File: src/rtl/led_blink_engine_pkg.sv
// Shared definitions for the LED blink engine: channel mode encodings,
// pattern length and the prescaler divide-ratio helper.
package led_blink_engine_pkg;

  typedef enum logic [1:0] {
    MODE_OFF   = 2'b00,
    MODE_ON    = 2'b01,
    MODE_BLINK = 2'b10,
    MODE_PAT   = 2'b11
  } mode_e;

  localparam int PAT_LEN = 8;
  localparam int STEP_W  = $clog2(PAT_LEN);

  // Returns 0 when the clock is not an exact multiple of the tick rate, so the
  // instantiating module can reject the configuration at elaboration.
  function automatic int calc_div(input int clk_hz, input int tick_hz);
    if (tick_hz <= 0 || (clk_hz % tick_hz) != 0) return 0;
    return clk_hz / tick_hz;
  endfunction

endpackage

File: src/rtl/led_blink_channel.sv
// One LED channel: tick counter, blink phase, pattern step and the registered
// LED drive. All state is reset on restart or on a change of mode.
module led_blink_channel
  import led_blink_engine_pkg::*;
#(
  parameter int PER_W = 10
) (
  input  logic               clk,
  input  logic               rst_n,
  input  logic               tick,
  input  logic               sync_restart,
  input  logic [1:0]         mode,
  input  logic [PER_W-1:0]   half_period,
  input  logic [PAT_LEN-1:0] pattern,
  output logic               led
);

  mode_e             mode_cur;
  mode_e             mode_q;
  logic [PER_W-1:0]  cnt;
  logic [PER_W-1:0]  cnt_n;
  logic [PER_W-1:0]  hp_last;
  logic              phase;
  logic              phase_n;
  logic [STEP_W-1:0] step;
  logic [STEP_W-1:0] step_n;
  logic              led_n;

  assign mode_cur = mode_e'(mode);

  always_comb begin
    cnt_n   = cnt;
    phase_n = phase;
    step_n  = step;
    led_n   = 1'b0;
    // A half-period of 0 behaves as 1; ">=" lets a shrunk period fire at once.
    hp_last = (half_period == '0) ? '0 : half_period - PER_W'(1);

    if (sync_restart || mode_cur != mode_q) begin
      cnt_n   = '0;
      phase_n = 1'b0;
      step_n  = '0;
    end else if (tick && (mode_q == MODE_BLINK || mode_q == MODE_PAT)) begin
      if (cnt >= hp_last) begin
        cnt_n = '0;
        if (mode_q == MODE_BLINK) phase_n = ~phase;
        else                      step_n  = step + STEP_W'(1);
      end else begin
        cnt_n = cnt + PER_W'(1);
      end
    end

    case (mode_cur)
      MODE_OFF:   led_n = 1'b0;
      MODE_ON:    led_n = 1'b1;
      MODE_BLINK: led_n = phase_n;
      MODE_PAT:   led_n = pattern[step_n];
      default:    led_n = 1'b0;
    endcase
  end

  always_ff @(posedge clk or negedge rst_n) begin
    if (!rst_n) begin
      mode_q <= MODE_OFF;
      cnt    <= '0;
      phase  <= 1'b0;
      step   <= '0;
      led    <= 1'b0;
    end else begin
      mode_q <= mode_cur;
      cnt    <= cnt_n;
      phase  <= phase_n;
      step   <= step_n;
      led    <= led_n;
    end
  end

endmodule

File: src/rtl/led_blink_engine.sv
// Multi-channel LED indicator driver: a shared prescaler produces a one-cycle
// TICK enable at TICK_HZ, and each channel runs off/on/blink/pattern from it.
module led_blink_engine
  import led_blink_engine_pkg::*;
#(
  parameter int CLK_HZ  = 50000000,
  parameter int TICK_HZ = 1000,
  parameter int N_CH    = 4,
  parameter int PER_W   = 10
) (
  input  logic                    CLK,
  input  logic                    RST_N,
  input  logic                    EN,
  input  logic                    SYNC_RESTART,
  input  logic [2*N_CH-1:0]       MODE,
  input  logic [PER_W*N_CH-1:0]   HALF_PERIOD,
  input  logic [PAT_LEN*N_CH-1:0] PATTERN,
  output logic                    TICK,
  output logic [N_CH-1:0]         LED
);

  localparam int DIV   = calc_div(CLK_HZ, TICK_HZ);
  localparam int CNT_W = (DIV > 2) ? $clog2(DIV) : 1;
  localparam logic [CNT_W-1:0] PRE_LAST = CNT_W'(DIV - 1);
  localparam logic [CNT_W-1:0] PRE_NEXT = CNT_W'(DIV - 2);

  if (DIV < 2) begin : g_bad_div
    $error("led_blink_engine: CLK_HZ/TICK_HZ must be an exact integer >= 2");
  end
  if (N_CH < 1 || N_CH > 16) begin : g_bad_nch
    $error("led_blink_engine: N_CH must be within 1..16");
  end

  logic [CNT_W-1:0] pre_cnt;

  // TICK is raised on the edge that moves the count to DIV-1, so it is high for
  // exactly that count; a frozen prescaler never emits a tick.
  always_ff @(posedge CLK or negedge RST_N) begin
    if (!RST_N) begin
      pre_cnt <= '0;
      TICK    <= 1'b0;
    end else if (SYNC_RESTART) begin
      pre_cnt <= '0;
      TICK    <= 1'b0;
    end else if (EN) begin
      pre_cnt <= (pre_cnt == PRE_LAST) ? '0 : pre_cnt + CNT_W'(1);
      TICK    <= (pre_cnt == PRE_NEXT);
    end else begin
      TICK    <= 1'b0;
    end
  end

  for (genvar i = 0; i < N_CH; i++) begin : g_ch
    led_blink_channel #(
      .PER_W(PER_W)
    ) u_ch (
      .clk          (CLK),
      .rst_n        (RST_N),
      .tick         (TICK),
      .sync_restart (SYNC_RESTART),
      .mode         (MODE[2*i +: 2]),
      .half_period  (HALF_PERIOD[PER_W*i +: PER_W]),
      .pattern      (PATTERN[PAT_LEN*i +: PAT_LEN]),
      .led          (LED[i])
    );
  end

endmodule

File: config.mk
export PLATFORM = sky130hd
export DESIGN_NAME = led_blink_engine
export DESIGN_NICKNAME = d
export VERILOG_FILES = /design/src/rtl/led_blink_engine_pkg.sv /design/src/rtl/led_blink_channel.sv /design/src/rtl/led_blink_engine.sv
export SDC_FILE = /design/constraint.sdc
export NUM_CORES = 1
export LEC_CHECK = 0
export ABC_CLOCK_PERIOD_IN_PS = 5900
export CAP_MARGIN = 20
export CORE_ASPECT_RATIO = 0.6
export CORE_MARGIN = 2
export CORE_UTILIZATION = 45
export DETAILED_ROUTE_END_ITERATION = 10
export PLACE_DENSITY = 0.68
export RECOVER_POWER = 25
export SLEW_MARGIN = 10
export SYNTH_ARGS = -nofsm -noshare
export SYNTH_HDL_FRONTEND = slang
export SYNTH_SLANG_ARGS = --single-unit
export TNS_END_PERCENT = 30
File: constraint.sdc
create_clock -name CLK -period 5.9 [get_ports CLK]
set_input_delay 1.18 -clock CLK [delete_from_list [all_inputs] [get_ports CLK]]
set_output_delay 1.18 -clock CLK [all_outputs]
set_load 0.01 [all_outputs]
==> impl_metrics.env, run 1 <==
export IMPL_final_antenna_net_count=0
export IMPL_synth_net_count=927
export IMPL_die_area_um2=15600
export IMPL_cp_num_buf_inv=1
export IMPL_ctsLongestPathBuffers=2
export IMPL_path_common_cell="a21oi_1"
export IMPL_via_count=5748
export IMPL_clkPwrFrac_pct=41.5
export IMPL_max_freq_mhz=197
export IMPL_avgSynthCellArea_um2=8.34
export IMPL_p_int_mw=1.03
export IMPL_outcome="complete, but fails checks"
export IMPL_max_stage_delay_ns=0.61
export IMPL_drive_gt1_share_pct=3.10
export IMPL_synthTopCellsByArea="dfrtp_1 32%, ha_1 11%, nand2_1 6.1%"
export IMPL_crit_slowest_cell="or4_1"
export IMPL_startpoint_type="primary input"
export IMPL_setup_viol=0
export IMPL_dieHeight_um=97.4
export IMPL_global_route_usage_total_pct=20.4
export IMPL_cts_root_buffer="clkbuf_16"
export IMPL_final_cells=1070
export IMPL_area_growth_pct=20.2
export IMPL_power_density_nw_per_um2=171
export IMPL_cp_required_ns=6.14
export IMPL_final_area_um2=7870
export IMPL_syn_inst=785
export IMPL_htreeDepth=3
export IMPL_clock_skew_ns=0.00675
export IMPL_final_setup_tns_ns=0
export IMPL_yosys_most_used_dff="dfrtp_1"
export IMPL_row_count=34
export IMPL_core_um2=14300
export IMPL_critPathMaxFanout=9
export IMPL_drv_cap=1
export IMPL_seqCellArea_um2=2130
export IMPL_grt_max_degree=59
export IMPL_crit_path_end_kind="flop"
export IMPL_tightest_slew_ns=1.52
export IMPL_grt_pass1_wl_um=26100
export IMPL_p_leak_nw=3.51
export IMPL_yosys_area_top_type="dfrtp_1"
export IMPL_drt_wl_total_um=15300
export IMPL_drtPass1Iterations=5
export IMPL_cp_arrival_ns=5.32
export IMPL_yosysWarnings=0
export IMPL_rsz0062_at_grt="false"
export IMPL_clk_latency_ns=0.34
export IMPL_fin_crit_sh_pct=86.0
export IMPL_antenna_found_initial=0
export IMPL_power_mw=1.34
export IMPL_synth_edff_count=0
export IMPL_cts_setup_buffers=0
export IMPL_worst_ir_drop_vdd_v=0.000117
export IMPL_path_class="primary input to flop"
export IMPL_ys_seq_area_share_pct=32.5
export IMPL_drcViolationCount=0
export IMPL_synth_area_um2=6550
export IMPL_cpLargestDelayFamily="simple AND/OR/NAND/NOR gates"
export IMPL_ys_async_sr_fraction_pct=100
export IMPL_drtIter0Drc=343
export IMPL_sw_frac_of_total_pct=23.7
export IMPL_place_area_um2=7590
export IMPL_violations="capacitance limit, slew limit"
export IMPL_clkSinkCount=85
export IMPL_utilization_pct=54.9
export IMPL_seqPwrFrac_pct=44.5
export IMPL_hold_violations=0
export IMPL_period_minus_slack_ns=5.07
export IMPL_synth_top_area_share_pct=32.5
export IMPL_multi_input_area_um2=4210
export IMPL_clkTransAtPathRegs_ns=0.06
export IMPL_path_cells="clkdlybuf4s50_1, or4_1, nor3_1, nand3_1, nand2_1, ha_1, a21oi_1, o21ai_0, a31oi_1, a21oi_1, mux2i_1, nor3b_1, a22o_1, o31ai_1"
export IMPL_wl_per_cell_um=14.3
export IMPL_grt_pass1_vias=5239
export IMPL_gr_total_overflow=0
export IMPL_numCtsBuffers=9
export IMPL_layout_nets=1009
export IMPL_combPwrFrac_pct=14.1
export IMPL_via_per_inst=5.37
export IMPL_fp_dieW_um=160
export IMPL_slew_viol_final=29
export IMPL_boundaryPins=89
export IMPL_cts_tree="built"
export IMPL_place_inst=1054
export IMPL_ys_types=57
export IMPL_hp_class="flop to flop"
export IMPL_gp_congestion=0.838
export IMPL_hpwl_um=12000
export IMPL_io_buffer_count=88
export IMPL_initial_core_util_pct=45.7
export IMPL_p_sw_mw=0.318
export IMPL_fillers=1341
export IMPL_synth_seq_cells=85
export IMPL_cts_resized=0
export IMPL_slew_headroom_pct=-1.40
export IMPL_cts_hold_buf=0
export IMPL_diodes=0
-- layout by cell type (no fill, tap or decap), types with 5 or more instances in the layout --
cell type and count:
inv_1 29, xnor2_1 19, o31ai_1 6, nor2b_1 16
xor2_1 33, a21oi_1 59, nand2b_1 10, o21ai_0 52
nor2_1 82, nor3_1 19, ha_1 58, or3_1 9
nand3b_1 13, and3_1 28, mux2i_1 16, clkbuf_1 6
a211o_1 5, nand2_1 107, clkdlybuf4s50_1 78, dfrtp_1 85
nand3_1 31, a31oi_1 8, o2111a_1 5, and2_1 5
nor3b_1 11, a211oi_1 6, nor4_1 8, clkbuf_16 9
dlygate4sd3_1 9
-- cell usage after synthesis, types with 3 or more instances --
cell and instances:
nand2_1 107, dfrtp_1 85, nor2_1 82, a21oi_1 59
ha_1 58, o21ai_0 52, xor2_1 33, nand3_1 31
inv_1 29, and3_1 28, nor3_1 19, xnor2_1 19
mux2i_1 16, nor2b_1 16, nand3b_1 13, nor3b_1 11
clkbuf_1 10, nand2b_1 10, or3_1 9, a31oi_1 8
nor4_1 8, a211oi_1 6, o31ai_1 6, a211o_1 5
and2_1 5, o2111a_1 5, a41o_1 4, buf_4 4
o2111ai_1 4, or4_1 4, a22o_1 3, buf_2 3
nand4_1 3, xnor2_2 3
-- area by class of cell --
class,instances,area share [%]
sequential,85,27.0
multi-input combinational,652,53.5
clock buffer,15,3.27
timing repair buffer,90,11.3
clock inverter,1,0.381
inverter,29,1.38
tap,198,3.15
-- kinds of logic (layout without fill, tap and decap cells) --
group           count (synthesis)  in the layout  synth area share, %
simple gates                  353            353                 26.3
compound gates                167            167                 16.2
flops                          85             85                 32.5
fa+ha+maj                      58             58                 11.1
xor+xnor                       55             55                 7.70
buf+inv                        48            135                 3.17
mux                            19             19                 3.02
-- sequential cells by signal, summed over array words and instances (netlist names) --
register / count
TICK: 1
g_ch.u_ch.cnt: 40
g_ch.u_ch.led: 4
g_ch.u_ch.mode_q: 8
g_ch.u_ch.phase: 4
g_ch.u_ch.step: 12
pre_cnt: 16
-- power by group through the flow --
stage          clock [mW]  sequential, mW  combinational (mW)
6_report            0.557           0.598               0.189
5_1_grt             0.601           0.598               0.212
4_1_cts             0.569           0.598               0.193
3_5_place_dp            0           0.608               0.192
3_3_place_gp            0           0.608               0.191
2_1_floorplan           0           0.606              0.0900
-- routing by layer --
metal  global-route usage [%]  vias up  part of all wire, %
li1                         -     2974                    -
met1                     34.3     2652                   58
met2                     25.8      118                   37
met3                     4.74        4                  4.6
met4                     3.22        0                 0.35
met5                        0        -                    0
-- final timing paths --
path,from,to,slack (ns),cells after the start
min reg2reg,pre_cnt[3],pre_cnt[3],0.52,1
max reg2reg,g_ch[0].u_ch.cnt[5],g_ch[0].u_ch.led,3.08,8
max in group asynchronous,RST_N,pre_cnt[5],2.57,2
max,HALF_PERIOD[33],g_ch[3].u_ch.led,0.83,14
min,pre_cnt[3],pre_cnt[3],0.52,1
min in group asynchronous,RST_N,g_ch[2].u_ch.cnt[9],1.20,1
-- stage by stage --
step / setup slack, ns / hold WS, ns
finish: 0.828 / 0.518
floorplan: 1.66 / 0.465
detailed placement: 0.516 / 0.510
global placement: 0.510 / 0.508
CTS: 0.846 / 0.517
global route: 0.412 / 0.532
(Power assumes the default switching activity.)
==> run 2: changes to the inputs <==
- CORE_ASPECT_RATIO: 0.6 -> 0.9
- CORE_UTILIZATION: 45 -> 55
- PLACE_DENSITY: 0.68 -> 0.8
==> run 2 against run 1 <==
  * The flow now finishes without violations
  * Maximum frequency rose by 2.3%
  * Flip-flop and latch count unchanged
  * Via count rose by 3.8%
  * Critical path type unchanged
  * Critical endpoint is now g_ch[2].u_ch.led
  * Power is 0.90% lower
  * Critical path depth up 1
==> impl_metrics.env, run 2 (synthesis gave the netlist of run 1 again) <==
export IMPL_global_route_usage_total_pct=25.7
export IMPL_final_cell_mix="107 x nand2_1, 87 x clkdlybuf4s50_1, 85 x dfrtp_1, 82 x nor2_1, 59 x a21oi_1"
export IMPL_max_stage_delay_ns=0.58
export IMPL_path_cells="clkdlybuf4s50_1, or4_1, nor4_1, nand2_1, nor3_1, a21oi_1, ha_1, a21oi_1, o21ai_0, a31oi_1, a21oi_1, xnor2_2, mux2i_1, a22o_1, o31ai_1"
export IMPL_hp_class="flop to flop"
export IMPL_grt_pass1_wl_um=27100
export IMPL_gr_total_overflow=0
export IMPL_boundaryPins=89
export IMPL_drtIter0Drc=397
export IMPL_top_regs="g_ch.u_ch.cnt (40), pre_cnt (16), g_ch.u_ch.step (12)"
export IMPL_via_count=5969
export IMPL_slew_viol_final=0
export IMPL_row_count=37
export IMPL_outcome="finished, final reports clean"
export IMPL_max_freq_mhz=202
export IMPL_hold_violations=0
export IMPL_clkTransAtPathRegs_ns=0.07
export IMPL_drive_gt1_share_pct=3.56
export IMPL_critPathMaxFanout=6
export IMPL_cts_setup_buffers=0
export IMPL_path_class="primary input to flop"
export IMPL_hold_depth=1
export IMPL_worst_ir_drop_vdd_v=0.000129
export IMPL_drv_cap=0
export IMPL_clock_skew_ns=0.00662
export IMPL_cp_arrival_ns=5.20
export IMPL_setup_viol=0
export IMPL_cts_root_buffer="clkbuf_16"
export IMPL_area_growth_pct=19.6
export IMPL_crit_path_end_kind="flop"
export IMPL_diodes=0
export IMPL_fin_ws_ns=0.943
export IMPL_final_setup_tns_ns=0
export IMPL_ctsLongestPathBuffers=2
export IMPL_dieHeight_um=108
export IMPL_fin_crit_sh_pct=84.0
export IMPL_initial_core_util_pct=56.8
export IMPL_min_to="pre_cnt[3]"
export IMPL_grt_pass1_vias=6022
export IMPL_startpoint_type="primary input"
export IMPL_final_common_cell="nand2_1"
export IMPL_wl_per_cell_um=15.2
export IMPL_power_mw=1.33
export IMPL_hpwl_um=11900
export IMPL_power_density_nw_per_um2=170
export IMPL_cts_tree="built"
export IMPL_grt_max_degree=86
export IMPL_crit_slowest_cell="or4_1"
export IMPL_numCtsBuffers=9
export IMPL_hp_start="pre_cnt[3]"
export IMPL_largest_reg_flops=40
export IMPL_rsz0062_at_grt="false"
export IMPL_r2r_cells=8
export IMPL_via_per_inst=5.81
export IMPL_period_minus_slack_ns=4.96
export IMPL_cts_hold_buf=0
export IMPL_final_antenna_net_count=0
export IMPL_core_um2=11500
export IMPL_drtPass1Iterations=4
export IMPL_timing_rr_start="g_ch[0].u_ch.cnt[7]"
export IMPL_p_leak_nw=3.50
export IMPL_slew_headroom_pct=4.59
export IMPL_io_buffer_count=88
export IMPL_clkSinkCount=85
export IMPL_cp_required_ns=6.15
export IMPL_path_common_cell="a21oi_1"
export IMPL_reg2reg_to="g_ch[0].u_ch.led"
export IMPL_drcViolationCount=0
export IMPL_htreeDepth=3
export IMPL_dpl_worst_slack_ns=0.660
export IMPL_die_area_um2=12800
export IMPL_fillers=926
export IMPL_antenna_found_initial=0
export IMPL_reg2reg_slack_ns=3.08
export IMPL_clk_latency_ns=0.34
export IMPL_gp_congestion=0.917
export IMPL_fp_dieW_um=119
export IMPL_tightest_slew_ns=1.43
export IMPL_layout_nets=1008
export IMPL_cts_resized=0
export IMPL_drt_wl_total_um=15600
export IMPL_regMostFlops="g_ch.u_ch.cnt"
-- run 2: cell types whose count changed in the layout (fill, tap and decap cells not counted), sizes merged --
cell and delta:
bufinv -1, clkinvlp +2, clkbuf -6, dlygate4sd3 -9, inv +2, clkinv +2
clkdlybuf4s50 +9
-- run 2: where the power goes --
group | total, mW | leakage, nW | internal [mW] | switching (mW)
sequential | 0.598 | 1.16 | 0.590 | 0.00771
clock | 0.541 | 0.135 | 0.300 | 0.241
combinational | 0.193 | 2.21 | 0.0973 | 0.0961
total | 1.33 | 3.50 | 0.987 | 0.345
-- run 2: worst max path at each step --
stage | depth (start not counted) | from | endpoint | slack [ns]
floorplan | 14 | HALF_PERIOD[25] | g_ch[2].u_ch.led | 1.66
global placement | 14 | HALF_PERIOD[23] | g_ch[2].u_ch.led | 0.83
detailed placement | 15 | HALF_PERIOD[23] | g_ch[2].u_ch.led | 0.66
CTS | 15 | HALF_PERIOD[23] | g_ch[2].u_ch.led | 1.01
global route | 15 | HALF_PERIOD[23] | g_ch[2].u_ch.led | 0.54
finish | 15 | HALF_PERIOD[23] | g_ch[2].u_ch.led | 0.94
-- run 2: layer usage --
metal / global-route usage (%) / vias up / wire length, µm
li1: - / 2977 / -
met1: 31.9 / 2813 / 6900
met2: 46.0 / 156 / 7710
met3: 4.66 / 23 / 785
met4: 7.48 / 0 / 212
met5: 0 / - / 0
-- run 2: cell type report --
class                           count  area (µm²)  share of cell area, %
Tap cell                          156         195                   2.49
Clock inverter                      6        46.3                  0.591
Sequential cell                    85        2130                   27.2
Clock buffer                       10         239                   3.05
Inverter                           29         109                   1.39
Multi-Input combinational cell    652        4210                   53.8
Timing Repair Buffer               89         902                   11.5
-- run 2: worst max-delay path: cells and delay by family --
kind | cells | cell delay (ns)
and+or+nand+nor | 4 | 1.26
adders and majority gates | 1 | 0.30
buffers and inverters | 1 | 0.47
AOI/OAI and AO/OA | 7 | 1.44
xor gates and xnor gates | 1 | 0.38
muxes | 1 | 0.18
-- run 2: per-stage QoR --
step,area [µm²],hold WS (ns),utilization [%],instances
6_report,7830,0.511,67.9,1027
5_1_grt,7830,0.539,67.9,1027
4_1_cts,7810,0.511,67.7,1026
3_5_place_dp,7520,0.495,65.3,1010
3_3_place_gp,7520,0.498,65.3,1010
2_1_floorplan,6550,0.465,-,785
==> run 3: changes to the inputs <==
- ABC_CLOCK_PERIOD_IN_PS: 5900 -> 4200
- CORE_UTILIZATION: 55 -> 51
- PLACE_DENSITY: 0.8 -> 0.78
- clock period: 5.9 -> 4.2 ns (I/O delays scaled with it)
==> run 3 against run 2 <==
  * Global-route usage down 3.2 points
  * Sequential power up 40%
  * Via count up 2.7%
  * Critical endpoint is now g_ch[3].u_ch.led
  * Die area up 7.6%
  * Utilization down 0.073 points
  * Critical path depth up 1
  * Largest power group unchanged
  * Clock-buffer cell count unchanged
  * The flow now finishes with violations (capacitance limit, slew limit)
  * Sequential share of layout area down 2.4 points
  * Combinational power up 54%
==> impl_metrics.env, run 3 (synthesis gave the netlist of run 1 again) <==
export IMPL_crit_slowest_cell="or4_1"
export IMPL_fillers=1035
export IMPL_io_buffer_count=88
export IMPL_grt_pass1_wl_um=25500
export IMPL_clock_skew_ns=0.0106
export IMPL_path_class="primary input to flop"
export IMPL_antenna_found_initial=1
export IMPL_die_area_um2=13800
export IMPL_grt_max_degree=57
export IMPL_hold_violations=0
export IMPL_crit_path_end_kind="flop"
export IMPL_setup_viol=0
export IMPL_combPwrFrac_pct=15.1
export IMPL_p_leak_nw=3.87
export IMPL_ctsLongestPathBuffers=2
export IMPL_max_freq_mhz=245
export IMPL_cp_required_ns=4.45
export IMPL_fin_crit_sh_pct=97.0
export IMPL_slew_viol_final=57
export IMPL_cts_tree="built"
export IMPL_startpoint_type="primary input"
export IMPL_drtPass1Iterations=5
export IMPL_drive_gt1_share_pct=14.1
export IMPL_worst_ir_drop_vdd_v=0.000178
export IMPL_clkSinkCount=85
export IMPL_boundaryPins=89
export IMPL_final_common_cell="nand2_1"
export IMPL_gp_congestion=0.882
export IMPL_cpLargestDelayFamily="compound AO/OA/AOI/OAI gates"
export IMPL_place_inst=1089
export IMPL_initial_core_util_pct=51.8
export IMPL_drt_wl_total_um=15300
export IMPL_wl_per_cell_um=13.8
export IMPL_slew_headroom_pct=-96.1
export IMPL_final_cells=1109
export IMPL_path_common_cell="buf_4"
export IMPL_global_route_usage_total_pct=22.5
export IMPL_grt_pass1_vias=5713
export IMPL_row_count=39
export IMPL_tightest_slew_ns=2.94
export IMPL_final_cell_mix="107 x nand2_1, 85 x dfrtp_1, 84 x clkdlybuf4s50_1, 78 x nor2_1, 74 x buf_4"
export IMPL_cp_num_buf_inv=3
export IMPL_gr_total_overflow=0
export IMPL_dieHeight_um=112
export IMPL_period_minus_slack_ns=4.08
export IMPL_p_int_mw=1.47
export IMPL_path_cells="clkdlybuf4s50_1, or4_1, buf_4, nor2b_1, xor2_1, nand2_1, ha_1, a21oi_2, o21ai_1, a31oi_4, a21oi_4, mux2i_4, buf_4, o211a_1, a211o_1, o31ai_2"
export IMPL_max_stage_delay_ns=0.58
export IMPL_fp_dieW_um=123
export IMPL_area_growth_pct=31.0
export IMPL_drcViolationCount=0
export IMPL_htreeDepth=3
export IMPL_power_density_nw_per_um2=229
export IMPL_seqPwrFrac_pct=42.8
export IMPL_final_antenna_net_count=0
export IMPL_clkPwrFrac_pct=42.1
export IMPL_outcome="complete, but fails checks"
export IMPL_core_um2=12600
export IMPL_power_mw=1.96
export IMPL_numCtsBuffers=9
export IMPL_cp_arrival_ns=4.33
export IMPL_drtIter0Drc=343
export IMPL_critPathMaxFanout=5
export IMPL_drv_cap=1
export IMPL_regMostFlops="g_ch.u_ch.cnt"
export IMPL_top_regs="g_ch.u_ch.cnt (40), pre_cnt (16), g_ch.u_ch.step (12)"
export IMPL_via_per_inst=5.53
export IMPL_cts_root_buffer="clkbuf_16"
export IMPL_clk_latency_ns=0.34
export IMPL_layout_nets=1081
export IMPL_sw_frac_of_total_pct=25.3
export IMPL_clkTransAtPathRegs_ns=0.07
export IMPL_hp_class="flop to flop"
export IMPL_violations="capacitance limit, slew limit"
export IMPL_hpwl_um=11400
export IMPL_largest_reg_flops=40
export IMPL_via_count=6133
export IMPL_p_sw_mw=0.497
==> run 3: area by class of cell <==
type | instances | area (µm²) | area share (%)
multi-input combinational | 652 | 4390 | 51.2
tap | 164 | 205 | 2.39
timing repair buffer | 162 | 1430 | 16.7
inverter | 29 | 109 | 1.27
clock buffer | 10 | 239 | 2.79
clock inverter | 6 | 71.3 | 0.831
antenna | 1 | 2.50 | 0.0292
sequential | 85 | 2130 | 24.8
==> run 3: repair_timing <==
action,4_1_cts,5_1_grt
pin swaps,0,6
resized for setup,2,35
buffers inserted,0,3
hold buffers,0,0
endpoints found under the setup margin,1,4
==> run 3: per-layer routing <==
metal  track usage (%)  vias up  wire (µm)
met5                 0        -          0
met3              3.53       12        536
met2              36.6      107       7450
met1              31.6     2888       7200
li1                  -     3126          -
met4              5.08        0        165
==> run 3: path summary, 6_finish.rpt <==
check	start	end	slack [ns]	cells past startpoint
hold reg to reg	pre_cnt[6]	pre_cnt[6]	0.52	1
min in group asynchronous	RST_N	g_ch[3].u_ch.cnt[9]	1.44	1
max in group asynchronous	RST_N	g_ch[0].u_ch.cnt[3]	1.08	1
setup / recovery	HALF_PERIOD[33]	g_ch[3].u_ch.led	0.12	16
setup reg to reg	g_ch[0].u_ch.cnt[0]	g_ch[0].u_ch.led	1.48	11
hold / removal	pre_cnt[6]	pre_cnt[6]	0.52	1
==> run 3: power groups by stage <==
stage,clock network [mW],registers [mW],logic (mW)
after floorplan,0,0.852,0.126
after global placement,0,0.855,0.286
after detailed placement,0,0.855,0.292
after CTS,0.840,0.839,0.293
after global routing,0.874,0.841,0.333
final,0.827,0.840,0.297
==> run 3: through the flow <==
stage	setup TNS [ns]	hold WS, ns	setup WS [ns]	util, %	area, µm²
floorplan	0	0.465	0.303	-	6550
global placement	-0.862	0.497	-0.258	63.8	8070
detailed placement	-1.14	0.514	-0.401	63.8	8070
CTS	0	0.523	0.0455	66.4	8390
global route	-0.112	0.564	-0.0700	67.9	8580
finish	0	0.520	0.125	67.9	8580
